--- config.mk ---
export PLATFORM = sky130hd
export DESIGN_NAME = ice40_ram_arbiter
export DESIGN_NICKNAME = d
export VERILOG_FILES = /design/src/rtl/ice40_ram_arbiter.sv
export SDC_FILE = /design/constraint.sdc
export NUM_CORES = 1
export LEC_CHECK = 0
export CORE_UTILIZATION = 30
export DETAILED_ROUTE_END_ITERATION = 12
export PLACE_DENSITY_LB_ADDON = 0.25
export SLEW_MARGIN = 20
export SYNTH_ARGS = -nofsm -noshare
export SYNTH_HDL_FRONTEND = slang
export SYNTH_SLANG_ARGS = --single-unit
--- constraint.sdc ---
create_clock -name CLK -period 5.51 [get_ports CLK]
set_clock_uncertainty 0.05 [all_clocks]
set_input_delay 1.102 -clock CLK [delete_from_list [all_inputs] [get_ports CLK]]
set_output_delay 1.102 -clock CLK [all_outputs]
set_load 0.01 [all_outputs]
--- src/rtl/ice40_ram_arbiter.sv ---
// ---------------------------------------------------------------------------
// ice40_ram_arbiter
//
// Shares one iCE40 SB_RAM40_4K block between two requesters, A and B. The
// RAM has independent read and write ports, so one read and one write can be
// accepted per cycle. When both requesters want the same port, a round-robin
// priority flop picks the winner. Granted commands are registered onto the
// RAM pins, and read data is steered back to the requester that issued it.
//
// Ports:
//   CLK, ASYNCRESETN        clock and asynchronous active-low reset
//   A_/B_VALID, A_/B_READY  request handshake (READY is combinational)
//   A_/B_WE                 1 = write, 0 = read
//   A_/B_ADDR               word address
//   A_/B_WDATA, A_/B_MASK   write data and bit mask (1 = bit not written)
//   A_/B_RVALID, A_/B_RDATA one-cycle read response strobe and data
//   RAM_RADDR, RAM_WADDR    registered RAM addresses
//   RAM_RE, RAM_WE          registered RAM port enables
//   RAM_WDATA, RAM_MASK     registered write data and mask
//   RAM_RCLKE, RAM_WCLKE    RAM clock enables, always 1
//   RAM_RDATA               RAM read data
// ---------------------------------------------------------------------------
module ice40_ram_arbiter #(
    parameter int ADDR_WIDTH = 11,
    parameter int DATA_WIDTH = 16
) (
    input  logic                  CLK,
    input  logic                  ASYNCRESETN,

    input  logic                  A_VALID,
    output logic                  A_READY,
    input  logic                  A_WE,
    input  logic [ADDR_WIDTH-1:0] A_ADDR,
    input  logic [DATA_WIDTH-1:0] A_WDATA,
    input  logic [DATA_WIDTH-1:0] A_MASK,
    output logic                  A_RVALID,
    output logic [DATA_WIDTH-1:0] A_RDATA,

    input  logic                  B_VALID,
    output logic                  B_READY,
    input  logic                  B_WE,
    input  logic [ADDR_WIDTH-1:0] B_ADDR,
    input  logic [DATA_WIDTH-1:0] B_WDATA,
    input  logic [DATA_WIDTH-1:0] B_MASK,
    output logic                  B_RVALID,
    output logic [DATA_WIDTH-1:0] B_RDATA,

    output logic [ADDR_WIDTH-1:0] RAM_RADDR,
    output logic [ADDR_WIDTH-1:0] RAM_WADDR,
    output logic                  RAM_RE,
    output logic                  RAM_WE,
    output logic [DATA_WIDTH-1:0] RAM_WDATA,
    output logic [DATA_WIDTH-1:0] RAM_MASK,
    output logic                  RAM_RCLKE,
    output logic                  RAM_WCLKE,
    input  logic [DATA_WIDTH-1:0] RAM_RDATA
);

    // Priority flop: 0 favours A, 1 favours B on a same-port conflict.
    logic                  r_prio;

    logic                  r_ramRe;
    logic                  r_ramWe;
    logic [ADDR_WIDTH-1:0] r_ramRaddr;
    logic [ADDR_WIDTH-1:0] r_ramWaddr;
    logic [DATA_WIDTH-1:0] r_ramWdata;
    logic [DATA_WIDTH-1:0] r_ramMask;

    // Read tag: which requester owns the read currently at the RAM port.
    logic                  r_tagB;
    logic                  r_rvalidA;
    logic                  r_rvalidB;

    logic                  w_aRd;
    logic                  w_bRd;
    logic                  w_aWr;
    logic                  w_bWr;
    logic                  w_wrGrantA;
    logic                  w_wrGrantB;
    logic                  w_wrGrant;
    logic [ADDR_WIDTH-1:0] w_wrAddr;
    logic [DATA_WIDTH-1:0] w_wrData;
    logic [DATA_WIDTH-1:0] w_wrMask;
    logic                  w_rdPickA;
    logic                  w_rdPickB;
    logic [ADDR_WIDTH-1:0] w_rdAddr;
    logic                  w_collide;
    logic                  w_rdGrantA;
    logic                  w_rdGrantB;
    logic                  w_rdGrant;
    logic                  w_nextPrio;

    always_comb begin
        w_aRd      = A_VALID & ~A_WE;
        w_bRd      = B_VALID & ~B_WE;
        w_aWr      = A_VALID &  A_WE;
        w_bWr      = B_VALID &  B_WE;

        w_wrGrantA = w_aWr & (~w_bWr | ~r_prio);
        w_wrGrantB = w_bWr & (~w_aWr |  r_prio);
        w_wrGrant  = w_wrGrantA | w_wrGrantB;
        w_wrAddr   = w_wrGrantB ? B_ADDR  : A_ADDR;
        w_wrData   = w_wrGrantB ? B_WDATA : A_WDATA;
        w_wrMask   = w_wrGrantB ? B_MASK  : A_MASK;

        w_rdPickA  = w_aRd & (~w_bRd | ~r_prio);
        w_rdPickB  = w_bRd & (~w_aRd |  r_prio);
        w_rdAddr   = w_rdPickB ? B_ADDR : A_ADDR;

        // A same-cycle read and write to one address has undefined RAM
        // behaviour, so the write goes first and the reader retries next
        // cycle, when it sees the new data.
        w_collide  = w_wrGrant & (w_rdPickA | w_rdPickB) & (w_rdAddr == w_wrAddr);
        w_rdGrantA = w_rdPickA & ~w_collide;
        w_rdGrantB = w_rdPickB & ~w_collide;
        w_rdGrant  = w_rdGrantA | w_rdGrantB;

        // After a conflict priority passes to the loser; the winner had
        // priority, so that is simply the inverse. A collision is never a
        // conflict because each requester issues one request per cycle.
        w_nextPrio = r_prio;
        if ((w_aWr & w_bWr) | (w_aRd & w_bRd)) begin
            w_nextPrio = ~r_prio;
        end
    end

    assign A_READY   = ASYNCRESETN & (w_wrGrantA | w_rdGrantA);
    assign B_READY   = ASYNCRESETN & (w_wrGrantB | w_rdGrantB);

    assign RAM_RE    = r_ramRe;
    assign RAM_WE    = r_ramWe;
    assign RAM_RADDR = r_ramRaddr;
    assign RAM_WADDR = r_ramWaddr;
    assign RAM_WDATA = r_ramWdata;
    assign RAM_MASK  = r_ramMask;
    assign RAM_RCLKE = 1'b1;
    assign RAM_WCLKE = 1'b1;

    assign A_RVALID  = r_rvalidA;
    assign B_RVALID  = r_rvalidB;
    assign A_RDATA   = RAM_RDATA;
    assign B_RDATA   = RAM_RDATA;

    // Command registers and priority. Enables pulse for one cycle per grant;
    // address/data/mask only load on a grant so the RAM pins stay quiet.
    always_ff @(posedge CLK or negedge ASYNCRESETN) begin
        if (!ASYNCRESETN) begin
            r_prio     <= 1'b0;
            r_ramRe    <= 1'b0;
            r_ramWe    <= 1'b0;
            r_ramRaddr <= '0;
            r_ramWaddr <= '0;
            r_ramWdata <= '0;
            r_ramMask  <= '0;
        end else begin
            r_prio  <= w_nextPrio;
            r_ramRe <= w_rdGrant;
            r_ramWe <= w_wrGrant;
            if (w_rdGrant) begin
                r_ramRaddr <= w_rdAddr;
            end
            if (w_wrGrant) begin
                r_ramWaddr <= w_wrAddr;
                r_ramWdata <= w_wrData;
                r_ramMask  <= w_wrMask;
            end
        end
    end

    // Read tag pipeline. The tag is valid while r_ramRe is high; one stage
    // later the RAM output is ready and the matching RVALID fires.
    always_ff @(posedge CLK or negedge ASYNCRESETN) begin
        if (!ASYNCRESETN) begin
            r_tagB    <= 1'b0;
            r_rvalidA <= 1'b0;
            r_rvalidB <= 1'b0;
        end else begin
            if (w_rdGrant) begin
                r_tagB <= w_rdGrantB;
            end
            r_rvalidA <= r_ramRe & ~r_tagB;
            r_rvalidB <= r_ramRe &  r_tagB;
        end
    end

endmodule
==> impl_metrics.ini, run 1 <==
[global_route]
globalRouteTotalUtil = 0.171
use_met1 = 0.208
use_met2 = 0.266
grt_max_degree = 54
grt_pass1_wl_um = 14300
grt.busiest_layer = met2
grt-ovfl-total = 0
antenna_found_initial = 1
grt_pass1_vias = 2745
use_met3 = 0.0739

[synthesis]
syn-mean-instance-area_um2 = 11.0
synth_top_family_by_area = compound AO/OA/AOI/OAI gates
post_synth_num_cell_types = 35
synthCells = 286
synth.cell_area_um2 = 3150
synth_compound_area_frac = 0.171
synth_ff_type = dfrtp_1
synth.area.top_cells = dfrtp_1, a222oi_1, buf_4
ys_ff_latch = 60
ys_seq_area_frac = 0.476
synthSimpleGateAreaFrac = 0.0556
yosysWarningCount = 0
synth-edff-count = 0
synth_mux_area_frac = 0.118
synth_top_area_cell = dfrtp_1
async_flop_share = 1.00
synth_top_area_frac = 0.476
yosysMostFrequentCell = dfrtp_1
synth-adder-area-share = 0
synth-xor-area-share = 0.0278
synthTopCellsByCount = dfrtp_1, inv_1, buf_4

[route]
drt-total-wl_um = 8840
final_antenna_net_count = 0
vias = 2604
post-route-drc-count = 0
drtPass1Iterations = 5
dr.first_iter.drc_count = 181
post_drt_wl_per_cell_um = 16.2
vias_per_cell = 4.77

[cells_and_area]
syn_to_final_growth_pct = 52.6
final_cell_area_um2 = 4810
drive_gt1_frac = 0.122
nFillCells = 989
ff_latch_area_um2 = 1500
layout.nets = 513
antenna_cells = 0
multi_input_area_um2 = 1190

[clock_network]
cts_buffer_depth = 2
htree_levels = 3
clock-root-buffer = clkbuf_8
clkLatencyLatePin_ps = 340
cts_resized = 0
cts.clk_slew.worst_paths_ps = 70
post_cts_buffers = 0
postCtsHoldBufs = 0
numCtsBuffers = 9
cts_tree = built
cts_sinks = 60

[die]
die_w_um = 105
coreArea_um2 = 10300
rows = 37
ios = 202
die_area_um2 = 10900
start_util = 0.307
fp.dieH_um = 105

[placed_design]
dpl_cell_area_um2 = 4570
io_buffers = 151
place_congestion = 0.748
dp_hpwl_um = 6580
pre_cts_slack_ps = 710

[flow_run]
maxCapViolCount = 0

[worst_setup_path]
critical_path_class = primary input to primary output
cp.arrival_ps = 3650
critPathLaunchType = primary input
r2r_start = r_prio$_DFFE_PN0P_
end_kind = primary output
critPathLaunch = A_VALID
worstPathMaxFanout = 14
required_ps = 4360

[power]
pwr-share-comb = 0.292
internal_power_mw = 1.08
p_seq_frac = 0.384
peakVddDrop_uv = 132
p_switching_uw = 398
pwr-share-clk = 0.324
power.density_nw_per_um2 = 307
netSwitchingFraction = 0.270
cellLeakagePower_nw = 2.11

[status]
status = completed

[sta]
fin_crit_ps = 4800
max_slew_margin = 0.543
finalSetupViolations = 0
timing.final.ws_setup_ps = 709
rsz0062_at_grt = false
worstMarginPinSlew_ps = 685
max_freq_ghz = 0.208
setup_tns_ps = 0
maxSlewViolCount = 0
timing.final.crit_share = 0.871
finalHoldWorstSlack_ps = 414
hold_viol_final = 0

[worst_hold_path]
hold_class = register to register
hold_path.startpoint = r_tagB$_DFFE_PN0P_
## power by group through the flow
stage | Sequential, mW | Combinational (mW) | Clock (mW)
2_1_floorplan | 0.598 | 0.166 | 0
3_3_place_gp | 0.571 | 0.431 | 0
3_5_place_dp | 0.570 | 0.436 | 0
4_1_cts | 0.567 | 0.437 | 0.495
5_1_grt | 0.577 | 0.466 | 0.515
6_report | 0.566 | 0.431 | 0.477
## placed cells by master (no fill, tap or decap), types with 6 or more instances in the layout
cell	n
a222oi_1	32
mux2_2	12
buf_4	6
mux2i_1	10
xnor2_1	7
clkdlybuf4s50_1	150
clkbuf_8	9
inv_1	37
dfrtp_1	60
mux2_4	9
o21ai_0	12
nand2_1	15
## per-layer routing
| metal | part of all wire | wire length, um |
|---|---|---|
| met5 | 0.0020 | 18 |
| met4 | 0.012 | 102 |
| met3 | 0.11 | 982 |
| met1 | 0.42 | 3750 |
| met2 | 0.45 | 3980 |
## critical path: stages
cell and delay, ps:
clkdlybuf4s50_1 580, or3b_1 380, and2_1 190, buf_4 200, a221oi_4 330, o211ai_1 170, a22o_1 210, clkdlybuf4s50_1 470
## area by class of cell
| cell class | count | share of cell area |
|---|---|---|
| timing repair buffer | 158 | 0.326 |
| inverter | 37 | 0.0289 |
| clock buffer | 10 | 0.0265 |
| clock inverter | 6 | 0.0234 |
| sequential | 60 | 0.312 |
| tap | 136 | 0.0354 |
| multi-input combinational | 139 | 0.248 |
## registers in the layout, indices dropped and copies added (netlist names)
| signal | count |
|---|---|
| RAM_WDATA | 16 |
| A_RVALID | 1 |
| B_RVALID | 1 |
| r_tagB | 1 |
| RAM_WADDR | 11 |
| r_prio | 1 |
| RAM_RADDR | 11 |
| RAM_WE | 1 |
| RAM_MASK | 16 |
| RAM_RE | 1 |
## final timing paths
kind	endpoint	slack (ps)	depth (start not counted)
worst min register to register	A_RVALID$_DFF_PN0_	410	1
max in group asynchronous	RAM_WADDR[3]$_DFFE_PN0P_	3900	2
worst max register to register	RAM_RADDR[10]$_DFFE_PN0P_	3050	5
worst max-delay path	A_READY	710	8
min in group asynchronous	RAM_RADDR[10]$_DFFE_PN0P_	560	1
worst min-delay path	A_RVALID$_DFF_PN0_	410	1
## through the flow
step | utilization | std cells | total power [mW]
after floorplan | - | 287 | 0.764
after global placement | 0.443 | 529 | 1.00
after detailed placement | 0.444 | 530 | 1.01
after CTS | 0.468 | 546 | 1.50
after global routing | 0.468 | 546 | 1.56
final | 0.468 | 546 | 1.47
## cells by family after synthesis
group,count (synthesis)
AOI/OAI and AO/OA,61
xor gates and xnor gates,10
buffers and inverters,88
DFF,60
muxes,31
other,1
and+or+nand+nor,35
Note: power is estimated with default switching activity, not from simulation.
==> inputs of run 2 (changes only) <==
CORE_UTILIZATION = 40   (was 30)
SLEW_MARGIN = unset   (was 20)
==> impl_metrics.ini, run 2 (synthesis gave the netlist of run 1 again) <==
[status]
status = completed

[route]
post-route-drc-count = 0
final_antenna_net_count = 0
vias_per_cell = 5.16
drt-total-wl_um = 8410
drtPass1Iterations = 6
vias = 2631
dr.first_iter.drc_count = 188
post_drt_wl_per_cell_um = 16.5

[worst_setup_path]
r2r_start = r_prio$_DFFE_PN0P_
required_ps = 4360
reg2regPathDepth = 5
critPathLaunchType = primary input
worstPathMaxFanout = 6
cp_top_family = buffers and inverters
path_depth = 7
critPathLaunch = A_VALID
crit_buf_inv = 2
cp.arrival_ps = 3690
path_cells = clkdlybuf4s50_1 > or3b_1 > and2_1 > o2111a_1 > a31o_2 > a21boi_0 > clkdlybuf4s50_1
rr_endpoint = RAM_RADDR[10]$_DFFE_PN0P_
worst_path_max_delay_cell = clkdlybuf4s50_1
critical_path_class = primary input to primary output
cp-endpoint = B_READY
reg2reg_setup_slack_ps = 2950
end_kind = primary output
crit_top_cell = clkdlybuf4s50_1
max_stage_delay_ps = 590

[sta]
finalHoldWorstSlack_ps = 391
max_slew_margin = 0.219
fin_crit_ps = 4840
max_freq_ghz = 0.207
finalSetupViolations = 0
timing.final.crit_share = 0.879
maxSlewViolCount = 0
rsz0062_at_grt = false
worstMarginPinSlew_ps = 1170
hold_viol_final = 0
setup_tns_ps = 0

[cells_and_area]
layout_common_cells = clkdlybuf4s50_1, dfrtp_1, inv_1
final_common_cell = clkdlybuf4s50_1
layout.nets = 511
drive_gt1_frac = 0.120
syn_to_final_growth_pct = 49.3
antenna_cells = 0

[clock_network]
numCtsBuffers = 9
postCtsHoldBufs = 0
cts.clk_slew.worst_paths_ps = 60
cts_resized = 0
htree_levels = 3
cts_sinks = 60
clock-root-buffer = clkbuf_8
post_cts_buffers = 0
cts_buffer_depth = 2
cts_tree = built
clkLatencyLatePin_ps = 320

[die]
coreArea_um2 = 7690
die_area_um2 = 8240
rows = 32
die_w_um = 90.8
fp.dieH_um = 90.8
ios = 202
start_util = 0.410

[power]
pwr-share-comb = 0.308
netSwitchingFraction = 0.288
power.density_nw_per_um2 = 296
p_seq_frac = 0.406
peakVddDrop_uv = 152
p_switching_uw = 401
internal_power_uw = 993
cellLeakagePower_nw = 2.07
pwr-share-clk = 0.285

[flow_run]
maxCapViolCount = 0

[global_route]
grt-ovfl-total = 0
grt_max_degree = 58
antenna_found_initial = 0
globalRouteTotalUtil = 0.215
grt_pass1_vias = 2773
grt_pass1_wl_um = 13700

[placed_design]
dp_hpwl_um = 6010
io_buffers = 151
place_congestion = 0.821

[worst_hold_path]
hold_class = register to register
run 2: cell types whose count changed in the layout (fill, tap and decap cells not counted):
cell	delta
clkinvlp_4	+2
clkinv_2	+1
bufinv_16	-2
clkbuf_1	-1
clkbuf_8	+1
clkinv_4	-1
buf_4	-1
buf_8	-1
run 2: area by class of cell:
type                    count  area (um2)
flip-flops and latches     60        1500
clock buffers              10         138
inverters                  37         139
fillers                   665        2980
clock inverters             6        63.8
well taps                 102         128
multi-input cells         139        1190
repair buffers            156        1540
run 2: worst reg2reg max path, stage by stage (launching register included):
cell and delay (ps):
dfrtp_1 450, or3b_1 410, and2_1 240, o2111a_1 340
a31oi_4 550, mux2_2 410
run 2: worst min path at each step:
| stage | from | to | slack [ps] | cells past startpoint |
|---|---|---|---|---|
| final | r_tagB$_DFFE_PN0P_ | A_RVALID$_DFF_PN0_ | 390 | 1 |
| after global routing | r_tagB$_DFFE_PN0P_ | A_RVALID$_DFF_PN0_ | 420 | 1 |
| after CTS | r_tagB$_DFFE_PN0P_ | A_RVALID$_DFF_PN0_ | 390 | 1 |
| after detailed placement | r_tagB$_DFFE_PN0P_ | A_RVALID$_DFF_PN0_ | 380 | 1 |
| after global placement | r_tagB$_DFFE_PN0P_ | A_RVALID$_DFF_PN0_ | 380 | 1 |
| after floorplan | r_tagB$_DFFE_PN0P_ | A_RVALID$_DFF_PN0_ | 370 | 1 |
run 2: power groups by stage:
| stage | sequential, mW | clock, mW | combinational (mW) |
|---|---|---|---|
| 2_1_floorplan | 0.598 | 0 | 0.166 |
| 3_3_place_gp | 0.571 | 0 | 0.425 |
| 3_5_place_dp | 0.571 | 0 | 0.433 |
| 4_1_cts | 0.566 | 0.407 | 0.434 |
| 5_1_grt | 0.577 | 0.422 | 0.463 |
| 6_report | 0.566 | 0.398 | 0.430 |
run 2: per-layer routing:
layer  routed length [um]  vias to the layer above  GRT usage
met4                  102                        0     0.0927
met5                    0                        -          0
met2                 4000                      150      0.343
li1                     -                     1225          -
met1                 3400                     1246      0.265
met3                  903                       10     0.0724
run 2: through the flow:
| step | instances | total power, mW | instance area [um2] | util | setup WS, ps |
|---|---|---|---|---|---|
| 6_report | 510 | 1.39 | 4700 | 0.612 | 669 |
| 5_1_grt | 510 | 1.46 | 4700 | 0.612 | 550 |
| 4_1_cts | 510 | 1.41 | 4700 | 0.612 | 665 |
| 3_5_place_dp | 494 | 1.00 | 4500 | 0.586 | 650 |
| 3_3_place_gp | 494 | 0.996 | 4500 | 0.586 | 755 |
| 2_1_floorplan | 287 | 0.764 | 3160 | - | 1760 |
==> inputs of run 3 (changes only) <==
PLACE_DENSITY = 0.95   (was unset)
PLACE_DENSITY_LB_ADDON = unset   (was 0.25)
==> impl_metrics.ini, run 3 (synthesis gave the netlist of run 1 again) <==
[sta]
finalSetupViolations = 0
max_freq_ghz = 0.209
fin_crit_ps = 4780
rsz0062_at_grt = false
hold_viol_final = 0
timing.final.crit_share = 0.868
maxSlewViolCount = 0
max_slew_margin = 0.578
setup_tns_ps = 0
worstMarginPinSlew_ps = 634

[cells_and_area]
final_cell_area_um2 = 4660
antenna_cells = 0
syn_to_final_growth_pct = 48.0
nFillCells = 636
final_common_cell = clkdlybuf4s50_1
layout.nets = 511
drive_gt1_frac = 0.113
layout_common_cells = clkdlybuf4s50_1, dfrtp_1, inv_1
fin_cells = 510

[worst_setup_path]
required_ps = 4360
path_cells = clkdlybuf4s50_1 > or3b_1 > and2_1 > o2111a_1 > a31o_2 > a21boi_0 > clkdlybuf4s50_1
critPathLaunchType = primary input
cp.arrival_ps = 3630
cp_top_family = buffers and inverters
worstPathMaxFanout = 6
crit_top_cell = clkdlybuf4s50_1
crit_buf_inv = 2
critical_path_class = primary input to primary output
end_kind = primary output
max_stage_delay_ps = 570
worst_path_max_delay_cell = clkdlybuf4s50_1

[clock_network]
post_cts_buffers = 0
numCtsBuffers = 9
cts.clk_slew.worst_paths_ps = 60
clock-root-buffer = clkbuf_8
cts_buffer_depth = 2
cts_sinks = 60
postCtsHoldBufs = 0
cts_resized = 0
htree_levels = 3
clkLatencyLatePin_ps = 320
cts_tree = built

[route]
drt-total-wl_um = 8410
final_antenna_net_count = 0
vias_per_cell = 5.21
drtPass1Iterations = 6
vias = 2657
post-route-drc-count = 0
post_drt_wl_per_cell_um = 16.5
dr.first_iter.drc_count = 202

[global_route]
antenna_found_initial = 0
globalRouteTotalUtil = 0.215
grt_max_degree = 56
grt_pass1_wl_um = 13700
grt_pass1_vias = 2760
grt-ovfl-total = 0

[placed_design]
dp_cells = 494
io_buffers = 151
dp_hpwl_um = 6090
place_congestion = 0.813
dpl_cell_area_um2 = 4500

[power]
cellLeakagePower_nw = 2.06
power.density_nw_per_um2 = 285
peakVddDrop_uv = 138

[die]
fp.dieH_um = 90.8
start_util = 0.410
coreArea_um2 = 7690
ios = 202
die_w_um = 90.8
rows = 32
die_area_um2 = 8240

[flow_run]
maxCapViolCount = 0

[status]
status = completed

[worst_hold_path]
hold_class = register to register
==> run 3: changes by cell type in the layout (fill, tap and decap cells not counted) <==
cell / before / now
clkbuf_1: 0 / 3
clkinvlp_4: 2 / 1
clkbuf_8: 10 / 9
bufinv_16: 1 / 0
==> run 3: power breakdown <==
group / internal (mW) / switching (mW)
logic: 0.256 / 0.174
registers: 0.516 / 0.0509
clock network: 0.163 / 0.171
==> run 3: cell type report <==
cell class              instances  area, um2  area share
repair buffers                156       1540       0.331
flip-flops and latches         60       1500       0.322
multi-input cells             139       1190       0.255
inverters                      37        139      0.0298
clock buffers                  12        135      0.0290
well taps                     102        128      0.0274
clock inverters                 4       26.3     0.00563
==> run 3: worst paths after layout <==
path / start / endpoint / slack, ps / cells after the start
max: A_VALID / B_READY / 730 / 7
min: r_tagB$_DFFE_PN0P_ / A_RVALID$_DFF_PN0_ / 390 / 1
max reg2reg: r_prio$_DFFE_PN0P_ / RAM_RADDR[0]$_DFFE_PN0P_ / 2970 / 5
min reg2reg: r_tagB$_DFFE_PN0P_ / A_RVALID$_DFF_PN0_ / 390 / 1
max in group asynchronous: ASYNCRESETN / RAM_RE$_DFF_PN0_ / 3880 / 2
min in group asynchronous: ASYNCRESETN / r_prio$_DFFE_PN0P_ / 620 / 1
==> run 3: stage by stage <==
step                utilization  setup WS [ps]  total power [mW]  hold WS [ps]
global placement          0.586            774             0.992           385
global route              0.607            616              1.40           416
detailed placement        0.586            736              1.01           387
finish                    0.607            726              1.33           395
floorplan                     -           1760             0.764           367
CTS                       0.607            735              1.35           396
==> run 3: routing by layer <==
layer | track usage | vias to the layer above | wire (um) | part of all wire
li1 | - | 1220 | - | -
met3 | 0.0505 | 16 | 743 | 0.088
met4 | 0.0874 | 0 | 114 | 0.014
met5 | 0 | - | 0 | 0
met1 | 0.257 | 1274 | 3360 | 0.40
met2 | 0.369 | 147 | 4200 | 0.50
